## src/rtl/board_io_pkg.sv

```systemverilog
// Shared types and defaults for the board I/O controller.
// Holds the debounce FSM state enum and the heartbeat counter width.
package board_io_pkg;

    typedef enum logic [1:0] {
        ST_LOW,
        ST_CNT_HI,
        ST_HIGH,
        ST_CNT_LO
    } deb_state_t;

    localparam int DEF_SW_W        = 16;
    localparam int DEF_LED_W       = 16;
    localparam int DEF_NBTN        = 2;
    localparam int DEF_DEB_CYCLES  = 1000000;
    localparam int DEF_SYNC_STAGES = 2;
    localparam int HB_BITS         = 25;

endpackage

```

## src/rtl/board_io_ctrl_btn_debounce.sv

```systemverilog
// One push-button: synchroniser chain, then a four-state debounce FSM
// with registered level and one-cycle rise/fall pulses.
module btn_debounce
    import board_io_pkg::*;
#(
    parameter int DEB_CYCLES  = DEF_DEB_CYCLES,
    parameter int SYNC_STAGES = DEF_SYNC_STAGES
) (
    input  logic clk0,
    input  logic rst0,
    input  logic btn_in,
    output logic level,
    output logic rise,
    output logic fall
);

    localparam int CW = $clog2(DEB_CYCLES);
    localparam logic [CW-1:0] CNT_MAX = CW'(DEB_CYCLES - 1);

    logic [SYNC_STAGES-1:0] sync;
    logic [CW-1:0]          cnt;
    deb_state_t             state;
    logic                   din;

    assign din = sync[SYNC_STAGES-1];

    always_ff @(posedge clk0) begin
        if (!rst0) begin
            sync  <= '0;
            cnt   <= '0;
            state <= ST_LOW;
            level <= 1'b0;
            rise  <= 1'b0;
            fall  <= 1'b0;
        end else begin
            sync <= {sync[SYNC_STAGES-2:0], btn_in};
            rise <= 1'b0;
            fall <= 1'b0;
            unique case (state)
                ST_LOW: begin
                    if (din) begin
                        state <= ST_CNT_HI;
                        cnt   <= '0;
                    end
                end
                ST_CNT_HI: begin
                    if (!din) begin
                        state <= ST_LOW;
                        cnt   <= '0;
                    end else if (cnt == CNT_MAX) begin
                        state <= ST_HIGH;
                        level <= 1'b1;
                        rise  <= 1'b1;
                    end else begin
                        cnt <= cnt + 1'b1;
                    end
                end
                ST_HIGH: begin
                    if (!din) begin
                        state <= ST_CNT_LO;
                        cnt   <= '0;
                    end
                end
                ST_CNT_LO: begin
                    // bounce back high: stay pressed, no pulse
                    if (din) begin
                        state <= ST_HIGH;
                        cnt   <= '0;
                    end else if (cnt == CNT_MAX) begin
                        state <= ST_LOW;
                        level <= 1'b0;
                        fall  <= 1'b1;
                    end else begin
                        cnt <= cnt + 1'b1;
                    end
                end
                default: state <= ST_LOW;
            endcase
        end
    end

endmodule

```

## src/rtl/board_io_ctrl.sv

```systemverilog
// Board I/O: synchronised switches, debounced buttons, registered LEDs.
// Define BOARD_IO_HEARTBEAT_EN to drive the top LED as a heartbeat.
module board_io_ctrl
    import board_io_pkg::*;
#(
    parameter int SW_W        = DEF_SW_W,
    parameter int LED_W       = DEF_LED_W,
    parameter int NBTN        = DEF_NBTN,
    parameter int DEB_CYCLES  = DEF_DEB_CYCLES,
    parameter int SYNC_STAGES = DEF_SYNC_STAGES
) (
    input  logic             clk0,
    input  logic             rst0,
    input  logic [SW_W-1:0]  sw_in,
    input  logic [NBTN-1:0]  btn_in,
    input  logic [LED_W-1:0] led_in,
    output logic [SW_W-1:0]  sw_out,
    output logic [NBTN-1:0]  btn_level,
    output logic [NBTN-1:0]  btn_rise,
    output logic [NBTN-1:0]  btn_fall,
    output logic [LED_W-1:0] led_out
);

    logic [SYNC_STAGES-1:0][SW_W-1:0] sw_pipe;

    always_ff @(posedge clk0) begin
        if (!rst0) begin
            sw_pipe <= '0;
        end else begin
            sw_pipe <= {sw_pipe[SYNC_STAGES-2:0], sw_in};
        end
    end

    assign sw_out = sw_pipe[SYNC_STAGES-1];

    for (genvar i = 0; i < NBTN; i++) begin : g_btn
        btn_debounce #(
            .DEB_CYCLES (DEB_CYCLES),
            .SYNC_STAGES(SYNC_STAGES)
        ) u_deb (
            .clk0  (clk0),
            .rst0  (rst0),
            .btn_in(btn_in[i]),
            .level (btn_level[i]),
            .rise  (btn_rise[i]),
            .fall  (btn_fall[i])
        );
    end

`ifdef BOARD_IO_HEARTBEAT_EN
    logic [HB_BITS-1:0] hb_cnt;
    logic               unused_led_msb;

    assign unused_led_msb = led_in[LED_W-1];

    // top LED flips each time the counter wraps
    always_ff @(posedge clk0) begin
        if (!rst0) begin
            hb_cnt  <= '0;
            led_out <= '0;
        end else begin
            hb_cnt               <= hb_cnt + 1'b1;
            led_out[LED_W-2:0]   <= led_in[LED_W-2:0];
            if (&hb_cnt) begin
                led_out[LED_W-1] <= ~led_out[LED_W-1];
            end
        end
    end
`else
    always_ff @(posedge clk0) begin
        if (!rst0) begin
            led_out <= '0;
        end else begin
            led_out <= led_in;
        end
    end
`endif

endmodule

```

## config.mk

```make
export PLATFORM = sky130hd
export DESIGN_NAME = board_io_ctrl
export DESIGN_NICKNAME = d
export VERILOG_FILES = /design/src/rtl/board_io_pkg.sv /design/src/rtl/board_io_ctrl_btn_debounce.sv /design/src/rtl/board_io_ctrl.sv
export SDC_FILE = /design/constraint.sdc
export NUM_CORES = 1
export LEC_CHECK = 0
export CAP_MARGIN = 20
export CORE_UTILIZATION = 52
export DETAILED_ROUTE_END_ITERATION = 10
export PLACE_DENSITY_LB_ADDON = 0.12
export SYNTH_ARGS = -nofsm -noshare
export SYNTH_HDL_FRONTEND = slang
export SYNTH_SLANG_ARGS = --single-unit
```

## constraint.sdc

```tcl
create_clock -name clk0 -period 2.51 [get_ports clk0]
set_clock_uncertainty 0.05 [all_clocks]
set_input_delay 0.3765 -clock clk0 [delete_from_list [all_inputs] [get_ports clk0]]
set_output_delay 0.3765 -clock clk0 [all_outputs]
set_load 0.02 [all_outputs]
```

======== Word-level counts from Yosys, hierarchy flattened ========
Cells that the tools add are included.
W data, S select, Z words.
storage, ports and cells
  flip-flop bits (word level) ............. 102
  output and inout bits ................... 38
  bits of input ports ..................... 36
  logic and storage cells ................. 96
operators by class
  reduce and logical (&&, ||, !) cells .... 14
  $add $sub $neg .......................... 2
  equality and inequality tests ........... 24
  mux-type cells .......................... 38
  bitwise gates (word level) .............. 3
operators with widths
  kind                     count
  $mux W20                 10
  $pmux W20 S4             2
  $add A20 B1 Y20 const B  2
  $eq A20 B20 Y1 const B   2
  $mux W2                  12
  $ne A2 B1 Y1 const B     8
  $pmux W2 S4              2
  $mux W1                  10
  $reduce_and A5 Y1        2
  $eq A2 B2 Y1 const B     4
  $ne A2 B2 Y1 const B     4
  $reduce_and A4 Y1        2
  $ne A3 B1 Y1 const B     2
  $ne A3 B3 Y1 const B     2
  $reduce_and A3 Y1        2
  $reduce_or A3 Y1         2
  $eq A2 B1 Y1 const B     2
  $logic_not A2 Y1         2
  $pmux W1 S2              2
  $reduce_and A2 Y1        2
  $reduce_bool A2 Y1       2
  $not A1 Y1               3

======== Logic depth before layout (Yosys ltp) ========
  depth in word-level cells ............... 4
  depth in mapped cells ................... 7
  depth with buffers taken out ............ 6

======== Hierarchy ========
From an unflattened synthesis, not the netlist that was laid out.
second synthesis, totals
  cell total of the unflattened synthesis .. 473
  area total of the unflattened synthesis .. 4,558.1 um^2
by module, submodules not included
  module                         seq. area each (um^2)  cells an instance  area each (um^2)  times used
  btn_debounce (g_btn[1].u_deb)  540.5                  189                1,577.8           1
  btn_debounce (g_btn[0].u_deb)  540.5                  167                1,529.0           1
  board_io_ctrl                  960.9                  117                1,451.4           1

======== Worst setup path before layout ========
No wires, ideal clock.
  kind .................................... register to register
  from .................................... reg g_btn[1].u_deb.cnt[0]
  to ...................................... reg g_btn[1].u_deb.cnt[6]
  library setup time ...................... 0.121 ns
  cell stages (with the launch flop) ...... 7
  period minus slack after synthesis ...... 1.846 ns
  arrival ................................. 1.675 ns
  slack ................................... 0.664 ns
  path buffers ............................ 0
  required time ........................... 2.339 ns
  cell sequence ........................... dfxtp_1 -> ha_1 -> nand2_1 -> nor2_2 -> and3_1 -> nor4b_1 -> mux2_2
between the ends
  cells in the longest elaborated chain, start to end .. 4
  elaborated cells on any way between the ends .. 6
RTL lines
  what                                                      RTL line                                                            text
  start: declaration                                        board_io_ctrl_btn_debounce.sv:21                                    logic [CW-1:0] cnt;
  start signal: assignment                                  board_io_ctrl_btn_debounce.sv:55                                    cnt <= cnt + 1'b1;
  start signal: assignment                                  board_io_ctrl_btn_debounce.sv:74                                    cnt <= cnt + 1'b1;
  $add A20 B1 Y20 / $eq A20 B20 Y1 (equally long branches)  --
  $mux W20 *                                                board_io_ctrl_btn_debounce.sv:50, board_io_ctrl_btn_debounce.sv:69
  $mux W20, on equally long branches                        board_io_ctrl_btn_debounce.sv:66, board_io_ctrl_btn_debounce.sv:47
  $pmux W20 S4 *                                            board_io_ctrl_btn_debounce.sv:39                                    unique case (state)
Mark *: on every way between the ends. The rest lies on a longest branch, timed or not.
A chain may end at the register's enable or synchronous reset.

======== Worst setup path in the final report ========
Ends and elaborated chain as after synthesis.

==> run_results.csv <==
group,metric,value,unit
status,status,"finished, final reports clean",
global_routing,grt_max_degree,57,
sta,setup_viol,0,
clock_network,clock-sinks,102,
hold_path,hold_path.class,"in2reg",
synthesis,yosys_warnings,0,
routing,ant_nets,0,
synthesis,ys.flop_type,"dfxtp_1",
synthesis,syn_area,4070,um^2
pwr,leakage,1.76,nW
synthesis,async_flop_share,0,%
place,gp_congestion,0.828,
synthesis,synth_top_family_by_area,"simple AND/OR/NAND/NOR gates",
routing,wl_per_cell,13.1,um
clock_network,clkTransAtPathRegs,0.10,ns
routing,drcViolationCount,0,
setup_path,crit_path_end_kind,"register",
synthesis,yosysMostFrequentCell,"dfxtp_1",
synthesis,synth_area_leader_cell,"dfxtp_1",
job,max-cap-violations,0,
routing,drtIter0Drc,158,
clock_network,cts_resized,0,
place,hpwl,5.44,mm
global_routing,grt_pass1_vias,3031,
synthesis,ys_ff_latch,102,
clock_network,tritoncts,"done",
floorplan,dieArea,8180,um^2
synthesis,syn_avg_cell_area,9.42,um^2
setup_path,critical_path_class,"reg2reg",
synthesis,synth_top_area_share,50.2,%
setup_path,cp_max_fo,10,
pwr,ir_drop,416,uV
global_routing,antenna_found_initial,0,
floorplan,start_util,54.9,%
synthesis,synth_nets,470,
synthesis,ys_top_cells_by_area,"dfxtp_1 (50%), and2_1 (8.5%), xnor2_1 (5.2%)",
sta,maxSlewViolCount,0,
clock_network,cts_hold_repair.buffers,0,
floorplan,die_h,90.5,um
place,io_buffer_count,73,
routing,vias_per_cell,5.33,
sta,setup_ws,0.485,ns
global_routing,grt.overflow.total,0,
setup_path,slowest_delay,0.37,ns
sta,relSlewSlack,62.1,%
floorplan,io_pins,74,
clock_network,cts_setup_buffers,0,
synthesis,synth_edf_count,0,
final_layout,fin_nets,521,
global_routing,grt_pass1_wl,13.5,mm
synthesis,synthTopCellsByCount,"dfxtp_1 (102), and2_1 (55), nor2_1 (32)",
final_layout,n_antenna_cell,0,
clock_network,cts_buffers,9,
setup_path,crit_arrival,2.23,ns
floorplan,die_w,90.5,um
clock_network,clk-insertion-delay-late,0.36,ns
synthesis,yosys.area_share.adder,0.615,%
setup_path,cp_cell_sequence,"ha_1 -> nand2_1 -> nor2_2 -> and3_1 -> nor4b_1 -> mux2_2",
sta,worst_pin_slew,0.568,ns
sta,fmax,494,MHz
sta,rsz0062_at_grt,"no",
setup_path,crit_slowest_cell,"mux2_2",
clock_network,clock_tree.root_cell,"clkbuf_8",
setup_path,crit_path_start_kind,"register",
routing,dr.pass1.iters,5,
final_layout,syn_to_final_growth,20.8,%
sta,fin_setup_tns,0,ns
routing,postRouteWirelength,7.68,mm
routing,vias,3131,
sta,period_needed,2.02,ns
pwr,total_power,0.00288,W
sta,fin_crit_sh,80.7,%
synthesis,synth_mux_area_share,0.769,%
global_routing,grt_usage,20.3,%
synthesis,ys_seq_area_share,50.2,%
synthesis,ys_types,50,
final_layout,fin_util,66.4,%
clock_network,cts.htree.levels,3,
pwr,power.density,586,nW/um^2
clock_network,clockBufferDepth,2,
synthesis,synth_xor_area_share,5.59,%
place,dp_worst_setup_slack,0.504,ns
sta,finalHoldViolCount,0,
synthesis,yosys.area_share.simple,27.2,%
synthesis,synthCells,432,
setup_path,worstPathRequired,2.72,ns
floorplan,coreArea,7410,um^2
floorplan,rows,31,
final_layout,drive_gt1_share,6.15,%
synthesis,synth_compound_area_share,9.35,%
[critical path, delay by kind of cell, from the launching register on]
kind                     cells  cell delay [ns]
multiplexers                 1             0.37
AND/OR/NAND/NOR              4             0.94
adder cells (fa/ha/maj)      1             0.22
flip-flops                   1             0.34
[registers in the layout, indices dropped and copies added, names as in the netlist, named ones only]
signal and count:
g_btn.u_deb.cnt 40, g_btn.u_deb.fall 2, g_btn.u_deb.level 2, g_btn.u_deb.rise 2
g_btn.u_deb.state 2, g_btn.u_deb.sync 4, led_out 16, sw_out 16
sw_pipe 16
[layer usage]
layer / global-route usage (%) / share of wire, %
met1: 24.0 / 45
met2: 31.8 / 45
met3: 8.92 / 8.1
met4: 8.47 / 2.0
met5: 0 / 0
[worst paths after layout]
kind                         start                    end  slack, ns  cells past startpoint
max reg2reg  g_btn[1].u_deb.cnt[0]  g_btn[1].u_deb.cnt[6]       0.49                      6
min reg2reg             sw_pipe[2]              sw_out[2]       0.39                      1
min                           rst0   g_btn[1].u_deb.level       0.37                      2
max          g_btn[1].u_deb.cnt[0]  g_btn[1].u_deb.cnt[6]       0.49                      6
[area by class of cell]
| cell class | instances | area (um^2) |
|---|---|---|
| tap | 99 | 124 |
| clock inverter | 6 | 52.6 |
| inverter | 7 | 26.3 |
| fill | 613 | 2490 |
| clock buffer | 10 | 138 |
| multi-input combinational | 285 | 1770 |
| timing repair buffer | 78 | 763 |
| sequential | 102 | 2040 |
[placed cells by master, fill, tap and decap left out, types with 3 or more instances in the layout]
| cell | netlist | final |
|---|---|---|
| buf_4 | 22 | 5 |
| a21boi_0 | 4 | 4 |
| o31ai_1 | 3 | 3 |
| a211oi_1 | 5 | 5 |
| inv_1 | 7 | 7 |
| clkdlybuf4s50_1 | 0 | 72 |
| a31oi_1 | 3 | 3 |
| a22o_1 | 3 | 3 |
| and2_1 | 55 | 55 |
| nor3_1 | 9 | 9 |
| nand3_1 | 15 | 15 |
| o21ai_0 | 13 | 13 |
| nand4_1 | 11 | 11 |
| nand2_1 | 31 | 31 |
| dfxtp_1 | 102 | 102 |
| nor4_1 | 7 | 7 |
| or3_1 | 3 | 3 |
| xnor2_1 | 24 | 24 |
| a21o_1 | 3 | 3 |
| and3_1 | 10 | 10 |
| and4_1 | 5 | 5 |
| nor2_1 | 32 | 32 |
| clkbuf_8 | 0 | 10 |
| a21oi_1 | 12 | 12 |
| nor2b_1 | 4 | 4 |
[per-stage QoR]
stage	instance area, um^2	cells	hold slack (ns)
after CTS	4920	587	0.350
final	4920	587	0.370
after floorplan	4070	432	0.362
after global routing	4920	587	0.368
after global placement	4730	571	0.363
after detailed placement	4730	571	0.367
[power breakdown]
| part | switching (W) | total, W | internal, W |
|---|---|---|---|
| logic | 0.0000954 | 0.000219 | 0.000123 |
| registers | 0.0000161 | 0.00168 | 0.00166 |
| clock network | 0.000579 | 0.000985 | 0.000405 |
| total | 0.000691 | 0.00288 | 0.00219 |
[cells by family (layout without fill, tap and decap cells)]
kind of cell             Yosys count  count (layout)
flip-flops                       102             102
AO/OA/AOI/OAI                     57              57
multiplexers                       3               3
buffers and inverters             45             101
AND/OR/NAND/NOR                  197             197
adder cells (fa/ha/maj)            2               2
XOR/XNOR                          26              26
Note: power is estimated with default switching activity, not from simulation.
